--- config.mk ---
export PLATFORM = sky130hd
export DESIGN_NAME = fetch_stage
export DESIGN_NICKNAME = d
export VERILOG_FILES = /design/src/rtl/pipeline_pkg.sv /design/src/rtl/if_id_reg.sv /design/src/rtl/fetch_stage.sv
export SDC_FILE = /design/constraint.sdc
export NUM_CORES = 1
export LEC_CHECK = 0
export BUFFER_PORTS_ARGS = -buffer_cell sky130_fd_sc_hd__buf_2
export CORE_MARGIN = 2
export CORE_UTILIZATION = 35
export CTS_CLUSTER_DIAMETER = 40
export CTS_CLUSTER_SIZE = 8
export DETAILED_ROUTE_END_ITERATION = 10
export GPL_TIMING_DRIVEN = 0
export PLACE_DENSITY = 0.59
export SETUP_SLACK_MARGIN = 0.05
export SYNTH_ARGS = -nofsm -noshare
export SYNTH_HDL_FRONTEND = slang
export SYNTH_HIERARCHICAL = 1
export SYNTH_SLANG_ARGS = --single-unit
--- constraint.sdc ---
create_clock -name clk -period 2.9 [get_ports clk]
set_input_delay 0.145 -clock clk [delete_from_list [all_inputs] [get_ports clk]]
set_output_delay 0.145 -clock clk [all_outputs]
set_load 0.005 [all_outputs]
--- src/rtl/pipeline_pkg.sv ---
// Shared pipeline types and constants for the RV32I core.
package pipeline_pkg;

  localparam int unsigned XLEN = 32;
  localparam logic [XLEN-1:0] NOP_INSTR = 32'h0000_0013;

  typedef enum logic [1:0] {
    IDLE,
    WAIT,
    DROP,
    HOLD
  } fetch_state_t;

  typedef struct packed {
    logic [XLEN-1:0] instr;
    logic [XLEN-1:0] pc;
    logic [XLEN-1:0] pc_plus4;
    logic            valid;
  } if_id_t;

endpackage

--- src/rtl/if_id_reg.sv ---
// Generic pipeline register: rst > flush > stall > load.
module if_id_reg
  import pipeline_pkg::*;
#(
  parameter if_id_t BUBBLE = '{instr: NOP_INSTR, pc: '0, pc_plus4: '0, valid: 1'b0}
) (
  input  logic   clk,
  input  logic   rst,
  input  logic   flush,
  input  logic   stall,
  input  if_id_t d,
  output if_id_t q
);

  always_ff @(posedge clk) begin
    if (rst)         q <= BUBBLE;
    else if (flush)  q <= BUBBLE;
    else if (!stall) q <= d;
  end

endmodule

--- src/rtl/fetch_stage.sv ---
// Instruction fetch: PC, single-outstanding imem handshake, 1-entry skid buffer
// and the IF/ID register.
module fetch_stage #(
  parameter int unsigned             DATA_LENGTH = 32,
  parameter logic [DATA_LENGTH-1:0]  RESET_PC    = 32'h0000_0000,
  parameter logic [DATA_LENGTH-1:0]  NOP_INSTR   = 32'h0000_0013
) (
  input  logic                   clk,
  input  logic                   rst,
  input  logic                   stall_f,
  input  logic                   stall_d,
  input  logic                   flush_d,
  input  logic                   pc_src_e,
  input  logic [DATA_LENGTH-1:0] pc_target_e,
  output logic                   imem_req,
  output logic [DATA_LENGTH-1:0] imem_addr,
  input  logic                   imem_ready,
  input  logic [DATA_LENGTH-1:0] imem_rdata,
  output logic [DATA_LENGTH-1:0] instr_d,
  output logic [DATA_LENGTH-1:0] pc_d,
  output logic [DATA_LENGTH-1:0] pc_plus4_d,
  output logic                   valid_d,
  output logic                   fetch_busy
);
  import pipeline_pkg::*;

  localparam if_id_t BUBBLE = '{instr: NOP_INSTR, pc: '0, pc_plus4: '0, valid: 1'b0};

  fetch_state_t           state, state_nx;
  logic [DATA_LENGTH-1:0] pc_f, pc_f_nx;
  logic [DATA_LENGTH-1:0] req_addr, req_addr_nx;
  logic [DATA_LENGTH-1:0] redirect_pc, pc_plus4_f;
  if_id_t                 buf_q, buf_nx, if_id_nx, if_id_q;
  if_id_t                 fetched;
  logic                   xfer, can_accept;

  assign imem_req    = (state == WAIT) || (state == DROP);
  assign imem_addr   = req_addr;
  assign xfer        = imem_req && imem_ready;
  assign fetch_busy  = imem_req && !imem_ready;
  assign redirect_pc = pc_target_e & ~32'd3;
  assign pc_plus4_f  = pc_f + 32'd4;
  assign can_accept  = !stall_d && !flush_d;
  assign fetched     = '{instr: imem_rdata, pc: req_addr, pc_plus4: req_addr + 32'd4, valid: 1'b1};

  always_ff @(posedge clk) begin
    if (rst) begin
      state    <= IDLE;
      pc_f     <= RESET_PC;
      req_addr <= RESET_PC;
      buf_q    <= BUBBLE;
    end else begin
      state    <= state_nx;
      pc_f     <= pc_f_nx;
      req_addr <= req_addr_nx;
      buf_q    <= buf_nx;
    end
  end

  always_comb begin
    state_nx    = state;
    pc_f_nx     = pc_f;
    req_addr_nx = req_addr;
    buf_nx      = buf_q;
    if_id_nx    = BUBBLE;
    case (state)
      IDLE: begin
        if (pc_src_e) pc_f_nx = redirect_pc;
        // A redirect arriving here is fetched directly so no stale request is issued.
        if (!stall_f) begin
          req_addr_nx = pc_src_e ? redirect_pc : pc_f;
          state_nx    = WAIT;
        end
      end
      WAIT: begin
        if (pc_src_e) begin
          pc_f_nx  = redirect_pc;
          state_nx = xfer ? IDLE : DROP;
        end else if (xfer) begin
          pc_f_nx = pc_plus4_f;
          if (can_accept) begin
            if_id_nx = fetched;
            if (!stall_f) req_addr_nx = pc_plus4_f;
            else          state_nx    = IDLE;
          end else begin
            buf_nx   = fetched;
            state_nx = HOLD;
          end
        end
      end
      DROP: begin
        if (pc_src_e) pc_f_nx = redirect_pc;
        if (xfer)     state_nx = IDLE;
      end
      HOLD: begin
        if (pc_src_e) begin
          pc_f_nx      = redirect_pc;
          buf_nx.valid = 1'b0;
          state_nx     = IDLE;
        end else if (!stall_d) begin
          if_id_nx     = buf_q;
          buf_nx.valid = 1'b0;
          state_nx     = IDLE;
        end
      end
      default: state_nx = IDLE;
    endcase
  end

  if_id_reg #(.BUBBLE(BUBBLE)) u_if_id (
    .clk   (clk),
    .rst   (rst),
    .flush (flush_d),
    .stall (stall_d),
    .d     (if_id_nx),
    .q     (if_id_q)
  );

  assign instr_d    = if_id_q.instr;
  assign pc_d       = if_id_q.pc;
  assign pc_plus4_d = if_id_q.pc_plus4;
  assign valid_d    = if_id_q.valid;

endmodule
==> results.sh, run 1 <==
export IMPL_ys_warnings_count=6
export IMPL_overflow=0
export IMPL_routed_top_layer="met4"
export IMPL_startpoint_type="flop"
export IMPL_cts_root_buf="clkbuf_16"
export IMPL_critPathMaxFanout=7
export IMPL_max_freq_mhz=367
export IMPL_arrival_ns=3.15
export IMPL_finalClockSkew_ns=0.0144
export IMPL_clock_latency_ns=0.53
export IMPL_cts_clk_slew_worst_paths_ns=0.04
export IMPL_hold_end="pc_f[19]"
export IMPL_fp_dieW_um=195
export IMPL_diodes=0
export IMPL_nNetsFinal=1937
export IMPL_dp_hpwl_mm=35.8
export IMPL_ys_flop_type="dfxtp_1"
export IMPL_synth_seq_cells=258
export IMPL_seq_area_frac_synth=0.406
export IMPL_r2r_cells=7
export IMPL_num_io_pins=202
export IMPL_syn_to_final_growth_pct=29.1
export IMPL_dp_cells=2220
export IMPL_rrSetupSlack_ns=0.18
export IMPL_slew_viol_final=0
export IMPL_powerDensity_nw_per_um2=679
export IMPL_drive_gt1_frac=0.203
export IMPL_drt_initial_drc_count=1161
export IMPL_rows=69
export IMPL_mostFrequentLayoutCells="dfxtp_1 (258), nand2_1 (233), buf_2 (225)"
export IMPL_totalWireLength_mm=49.2
export IMPL_critPathCaptureType="flop"
export IMPL_status="completed"
export IMPL_slew_limit_headroom=0.243
export IMPL_hp_class="in -> reg"
export IMPL_p_leak_nw=6.64
export IMPL_syn_area_per_cell_sq_um=8.16
export IMPL_setup_viol=0
export IMPL_crit_family="simple AND/OR/NAND/NOR gates"
export IMPL_tightest_slew_ns=1.13
export IMPL_synth_fp_nets=1639
export IMPL_hold_viol=0
export IMPL_rsz0062_at_grt="no"
export IMPL_fillers=3545
export IMPL_cp_cell_sequence="inv_1, ha_1, nor3b_2, a21oi_1, nor2_2, o21ai_0, o31ai_1"
export IMPL_dieHeight_um=195
export IMPL_wl_per_cell_um=21.0
export IMPL_m1WireLength_mm=21.5
export IMPL_route_met3_wl_mm=3.40
export IMPL_portBuffers=198
export IMPL_drt_pass1_iter_count=6
export IMPL_dpl_instance_area_sq_um=14300
export IMPL_synth_area_sq_um=12700
export IMPL_critPathSlowestCell="nor3b_2"
export IMPL_cts_setup_buffers=0
export IMPL_dr_wl_met2_mm=22.7
export IMPL_cts_buffer_depth=3
export IMPL_synth_cell_types=68
export IMPL_dieArea_sq_um=37900
export IMPL_final_common_cell="dfxtp_1"
export IMPL_drc=0
export IMPL_start_util=0.357
export IMPL_core_area_sq_um=35700
export IMPL_routed_via_count=12900
export IMPL_timing_rr_end="imem_addr[19]"
export IMPL_track_usage=0.254
export IMPL_cts_made_buffers=47
export IMPL_final_cells=2345
export IMPL_netlist_instances=1561
export IMPL_via_per_inst=5.50
export IMPL_r2r_start="state[1]"
export IMPL_grt_pass1_wl_mm=74.8
export IMPL_ant_nets=0
export IMPL_async_reset_ff_frac=0
export IMPL_fin_crit_sh=0.939
export IMPL_vdd_drop_max_v=0.000416
export IMPL_hold_slack_ns=0.0203
export IMPL_path_buf_inv=1
export IMPL_cts_sinks=258
export IMPL_cts_tree="yes"
export IMPL_drv_cap=0
export IMPL_final_area_sq_um=16400
export IMPL_holdPathStages=3
export IMPL_critPathRequiredTime_ns=3.32
export IMPL_critPathKind="reg -> reg"
export IMPL_antenna_found_initial=0
export IMPL_grt_max_degree=12
export IMPL_holdCritStartpoint="pc_target_e[19]"
export IMPL_synth_edf_count=0
export IMPL_fin_crit_ns=2.72
export IMPL_grt_pass1_vias=12300
export IMPL_htree_levels=2
export IMPL_max_stage_delay_ns=0.56
export IMPL_place_gp_congestion=0.970
## through the flow
step           TNS (ns)  power, mW   util  setup WS, ns
3_5_place_dp      -2.22       5.49  0.401        -0.164
5_1_grt               0       11.5  0.461        0.0661
4_1_cts               0       11.2  0.460        0.0832
6_report              0       11.2  0.461         0.176
2_1_floorplan         0       4.85      -         0.794
3_3_place_gp      -4.15       5.48  0.401        -0.207
## kinds of logic (layout without fill, tap and decap cells)
family,Yosys count,count (layout),share of synthesized area
xor gates and xnor gates,45,45,0.0310
buffers and inverters,183,506,0.0734
and+or+nand+nor,599,599,0.214
muxes,104,104,0.0818
DFF,258,258,0.406
adders and majority gates,7,7,0.00688
AOI/OAI and AO/OA,365,365,0.187
## worst min-delay path, cell delays in order
cell	delay, ns
buf_2	0.11
o21a_1	0.11
o221a_2	0.16
## flip-flops by register name (all words and copies together), names as in the netlist
signal     count
buf_q         95
state          2
u_if_id/q     97
pc_f          32
imem_addr     32
## how the worst max path moves through the flow
stage	startpoint	to	slack (ns)	depth (start not counted)
floorplan	state[1]	pc_f[18]	0.79	8
global placement	state[1]	u_if_id/q[51]	-0.21	9
detailed placement	state[1]	u_if_id/q[51]	-0.16	9
CTS	state[0]	u_if_id/q[47]	0.08	9
global route	state[1]	u_if_id/q[57]	0.07	8
finish	state[1]	imem_addr[19]	0.18	7
## metal layers
layer / global-route usage / vias to the layer above
met5: 0 / -
met4: 0.0943 / 0
met3: 0.0390 / 100
met2: 0.413 / 564
met1: 0.340 / 6173
li1: - / 6064
## final cells by class
class                      instances  area, sq um  area share
clock buffer                      56         1260      0.0768
timing repair buffer             250         1510      0.0919
sequential                       258         5160       0.314
inverter                          21         78.8     0.00479
buffer                           161          873      0.0531
tap                              461          577      0.0351
multi-input combinational       1120         6650       0.404
clock inverter                    18          324      0.0197
## repair_timing
item,CTS,global route
endpoints found under the hold margin,81,0
setup endpoints to repair,60,143
pin swaps,0,0
hold buffers,52,0
resized for setup,5,25
## synthesized netlist by cell type, types with 6 or more instances
cell type	number	share of area
nor3_1	24	0.0094
buf_6	12	0.011
nand3_1	49	0.019
clkbuf_1	77	0.023
nor3b_1	7	0.0041
nand2_1	233	0.069
a31oi_1	12	0.0059
xnor2_1	18	0.012
ha_1	7	0.0069
nand4_1	25	0.012
o21ai_0	80	0.031
nor2_2	10	0.0049
mux2i_1	104	0.082
buf_2	26	0.010
dfxtp_1	258	0.41
nor2_1	179	0.053
and4_1	6	0.0041
a22o_1	67	0.046
xor2_1	27	0.019
nor4_1	16	0.0079
o211ai_1	9	0.0053
buf_1	13	0.0038
buf_4	32	0.019
a21oi_1	110	0.043
and3_1	15	0.0074
inv_1	20	0.0059
a211oi_1	39	0.023
## report_power, final
| group | switching (mW) | internal, mW | total, mW |
|---|---|---|---|
| Combinational | 1.01 | 0.589 | 1.60 |
| Sequential | 0.233 | 3.71 | 3.94 |
| Clock | 1.79 | 3.84 | 5.63 |
| Total | 3.03 | 8.14 | 11.2 |
No activity file was read; power rests on OpenSTA's default activity.
==> run 2, diff against run 1 <==
==> constraint.sdc (replaced) <==
create_clock -name clk -period 2.93 [get_ports clk]
set_input_delay 0.1465 -clock clk [delete_from_list [all_inputs] [get_ports clk]]
set_output_delay 0.1465 -clock clk [all_outputs]
set_load 0.005 [all_outputs]
==> results.sh, run 2 (same netlist as run 1, synthesis figures left out) <==
export IMPL_status="completed"
export IMPL_cts_root_buf="clkbuf_16"
export IMPL_cts_made_buffers=47
export IMPL_grtUsageMet3=0.0403
export IMPL_rsz0062_at_grt="yes"
export IMPL_wl_per_cell_um=20.9
export IMPL_start_util=0.357
export IMPL_via_per_inst=5.50
export IMPL_arrival_ns=3.22
export IMPL_max_freq_mhz=363
export IMPL_diodes=0
export IMPL_setup_viol=0
export IMPL_dp_hpwl_mm=35.8
export IMPL_critPathMaxFanout=10
export IMPL_vdd_drop_max_v=0.000414
export IMPL_portBuffers=198
export IMPL_met2_usage=0.412
export IMPL_slew_limit_headroom=0.257
export IMPL_cts_sinks=258
export IMPL_startpoint_type="flop"
export IMPL_fillers=3542
export IMPL_fin_crit_sh=0.941
export IMPL_ant_nets=0
export IMPL_powerDensity_nw_per_um2=672
export IMPL_htree_levels=2
export IMPL_largest_register="u_if_id/q"
export IMPL_clkPwrFrac=0.504
export IMPL_seq_area_sq_um=5160
export IMPL_critPathKind="reg -> reg"
export IMPL_internal_power_mw=8.05
export IMPL_num_io_pins=202
export IMPL_rrSetupSlack_ns=0.17
export IMPL_dieHeight_um=195
export IMPL_dp_cells=2220
export IMPL_tightest_slew_ns=1.11
export IMPL_final_util=0.461
export IMPL_cts_clk_slew_worst_paths_ns=0.05
export IMPL_hold_viol=0
export IMPL_dieArea_sq_um=37900
export IMPL_cts_tree="yes"
export IMPL_r2r_cells=8
export IMPL_mostFrequentLayoutCells="dfxtp_1 (258), nand2_1 (233), buf_2 (230)"
export IMPL_holdCritStartpoint="pc_target_e[20]"
export IMPL_track_usage=0.254
export IMPL_drt_pass1_iter_count=5
export IMPL_totalWireLength_mm=49.1
export IMPL_grt_busiest_layer="met2"
export IMPL_antenna_found_initial=0
export IMPL_syn_to_final_growth_pct=29.1
export IMPL_timing_rr_end="u_if_id/q[50]"
export IMPL_place_gp_congestion=0.970
export IMPL_net_switching_power_mw=2.99
export IMPL_largestRegisters="u_if_id/q x97, buf_q x95"
export IMPL_slew_viol_final=0
export IMPL_cts_buffer_depth=3
export IMPL_core_area_sq_um=35700
export IMPL_rows=69
export IMPL_grt_max_degree=12
export IMPL_fp_dieW_um=195
export IMPL_critPathCaptureType="flop"
export IMPL_drt_initial_drc_count=1247
export IMPL_hold_end="pc_f[20]"
export IMPL_holdPathStages=3
export IMPL_grt_pass1_vias=12300
export IMPL_hp_class="in -> reg"
export IMPL_drc=0
export IMPL_drv_cap=0
export IMPL_critPathRequiredTime_ns=3.39
export IMPL_grt_pass1_wl_mm=74.8
export IMPL_p_leak_nw=6.63
export IMPL_comb_power_share=0.143
export IMPL_clock_latency_ns=0.53
export IMPL_routed_via_count=12900
export IMPL_largest_reg_flops=97
export IMPL_drive_gt1_frac=0.202
export IMPL_finalClockSkew_ns=0.0151
export IMPL_met1_usage=0.339
export IMPL_final_common_cell="dfxtp_1"
export IMPL_nNetsFinal=1936
export IMPL_switching_share=0.271
export IMPL_r2r_start="state[0]"
export IMPL_overflow=0
export IMPL_pwr_share_seq=0.353
export IMPL_multiInputGateArea_sq_um=6650
export IMPL_final_cells=2344
export IMPL_fin_crit_ns=2.76
-- run 2: power by group through the flow --
stage / Clock, mW / Combinational [mW] / Sequential [mW]
final: 5.57 / 1.58 / 3.90
after global routing: 5.79 / 1.70 / 3.91
after CTS: 5.62 / 1.54 / 3.89
after detailed placement: 0 / 1.48 / 3.96
after global placement: 0 / 1.47 / 3.95
after floorplan: 0 / 0.948 / 3.85
-- run 2: metal layers --
| layer | part of all wire | wire length, um |
|---|---|---|
| met1 | 0.43 | 21300 |
| met2 | 0.46 | 22600 |
| met3 | 0.069 | 3390 |
| met4 | 0.036 | 1760 |
| met5 | 0 | 0 |
-- run 2: worst max-delay path by stage --
stage	from	to	slack, ns	cells after the start
after global placement	state[1]	u_if_id/q[51]	-0.18	9
after CTS	state[0]	u_if_id/q[51]	0.1	9
final	state[0]	u_if_id/q[50]	0.17	8
after detailed placement	state[1]	u_if_id/q[51]	-0.13	9
after floorplan	state[1]	pc_f[18]	0.82	8
after global routing	state[0]	u_if_id/q[50]	0.02	8
-- run 2: stage by stage --
step	power (mW)	setup TNS [ns]	cell area, sq um	hold slack [ns]	setup WS [ns]
floorplan	4.80	0	12700	0.255	0.824
global placement	5.43	-2.59	14300	0.384	-0.177
detailed placement	5.44	-1.04	14300	0.386	-0.134
CTS	11.1	0	16400	0.0121	0.0981
global route	11.4	0	16400	0.0265	0.0239
finish	11.0	0	16400	0.0240	0.172
-- run 2: area by class of cell --
| type | instances | area share |
|---|---|---|
| multi-input cells | 1120 | 0.405 |
| flip-flops and latches | 258 | 0.314 |
| well taps | 461 | 0.0351 |
| clock inverters | 18 | 0.0197 |
| plain buffers | 160 | 0.0527 |
| repair buffers | 250 | 0.0920 |
| clock buffers | 56 | 0.0768 |
| inverters | 21 | 0.00480 |
-- run 2: what timing repair did --
item | in CTS | in global routing
endpoints found under the setup margin | 56 | 120
gates resized for setup | 9 | 16
buffers inserted | 0 | 0
hold endpoints to repair | 81 | 0
pin swaps | 0 | 0
hold buffers | 52 | 0
-- run 2: worst max-delay path, stage by stage (launching register included) --
cell and delay, ns:
dfxtp_1 0.38, inv_1 0.11, ha_1 0.33, clkbuf_1 0.39, nand3_1 0.44, clkbuf_1 0.37
o21ai_0 0.44, mux2i_1 0.13, nor2_1 0.10
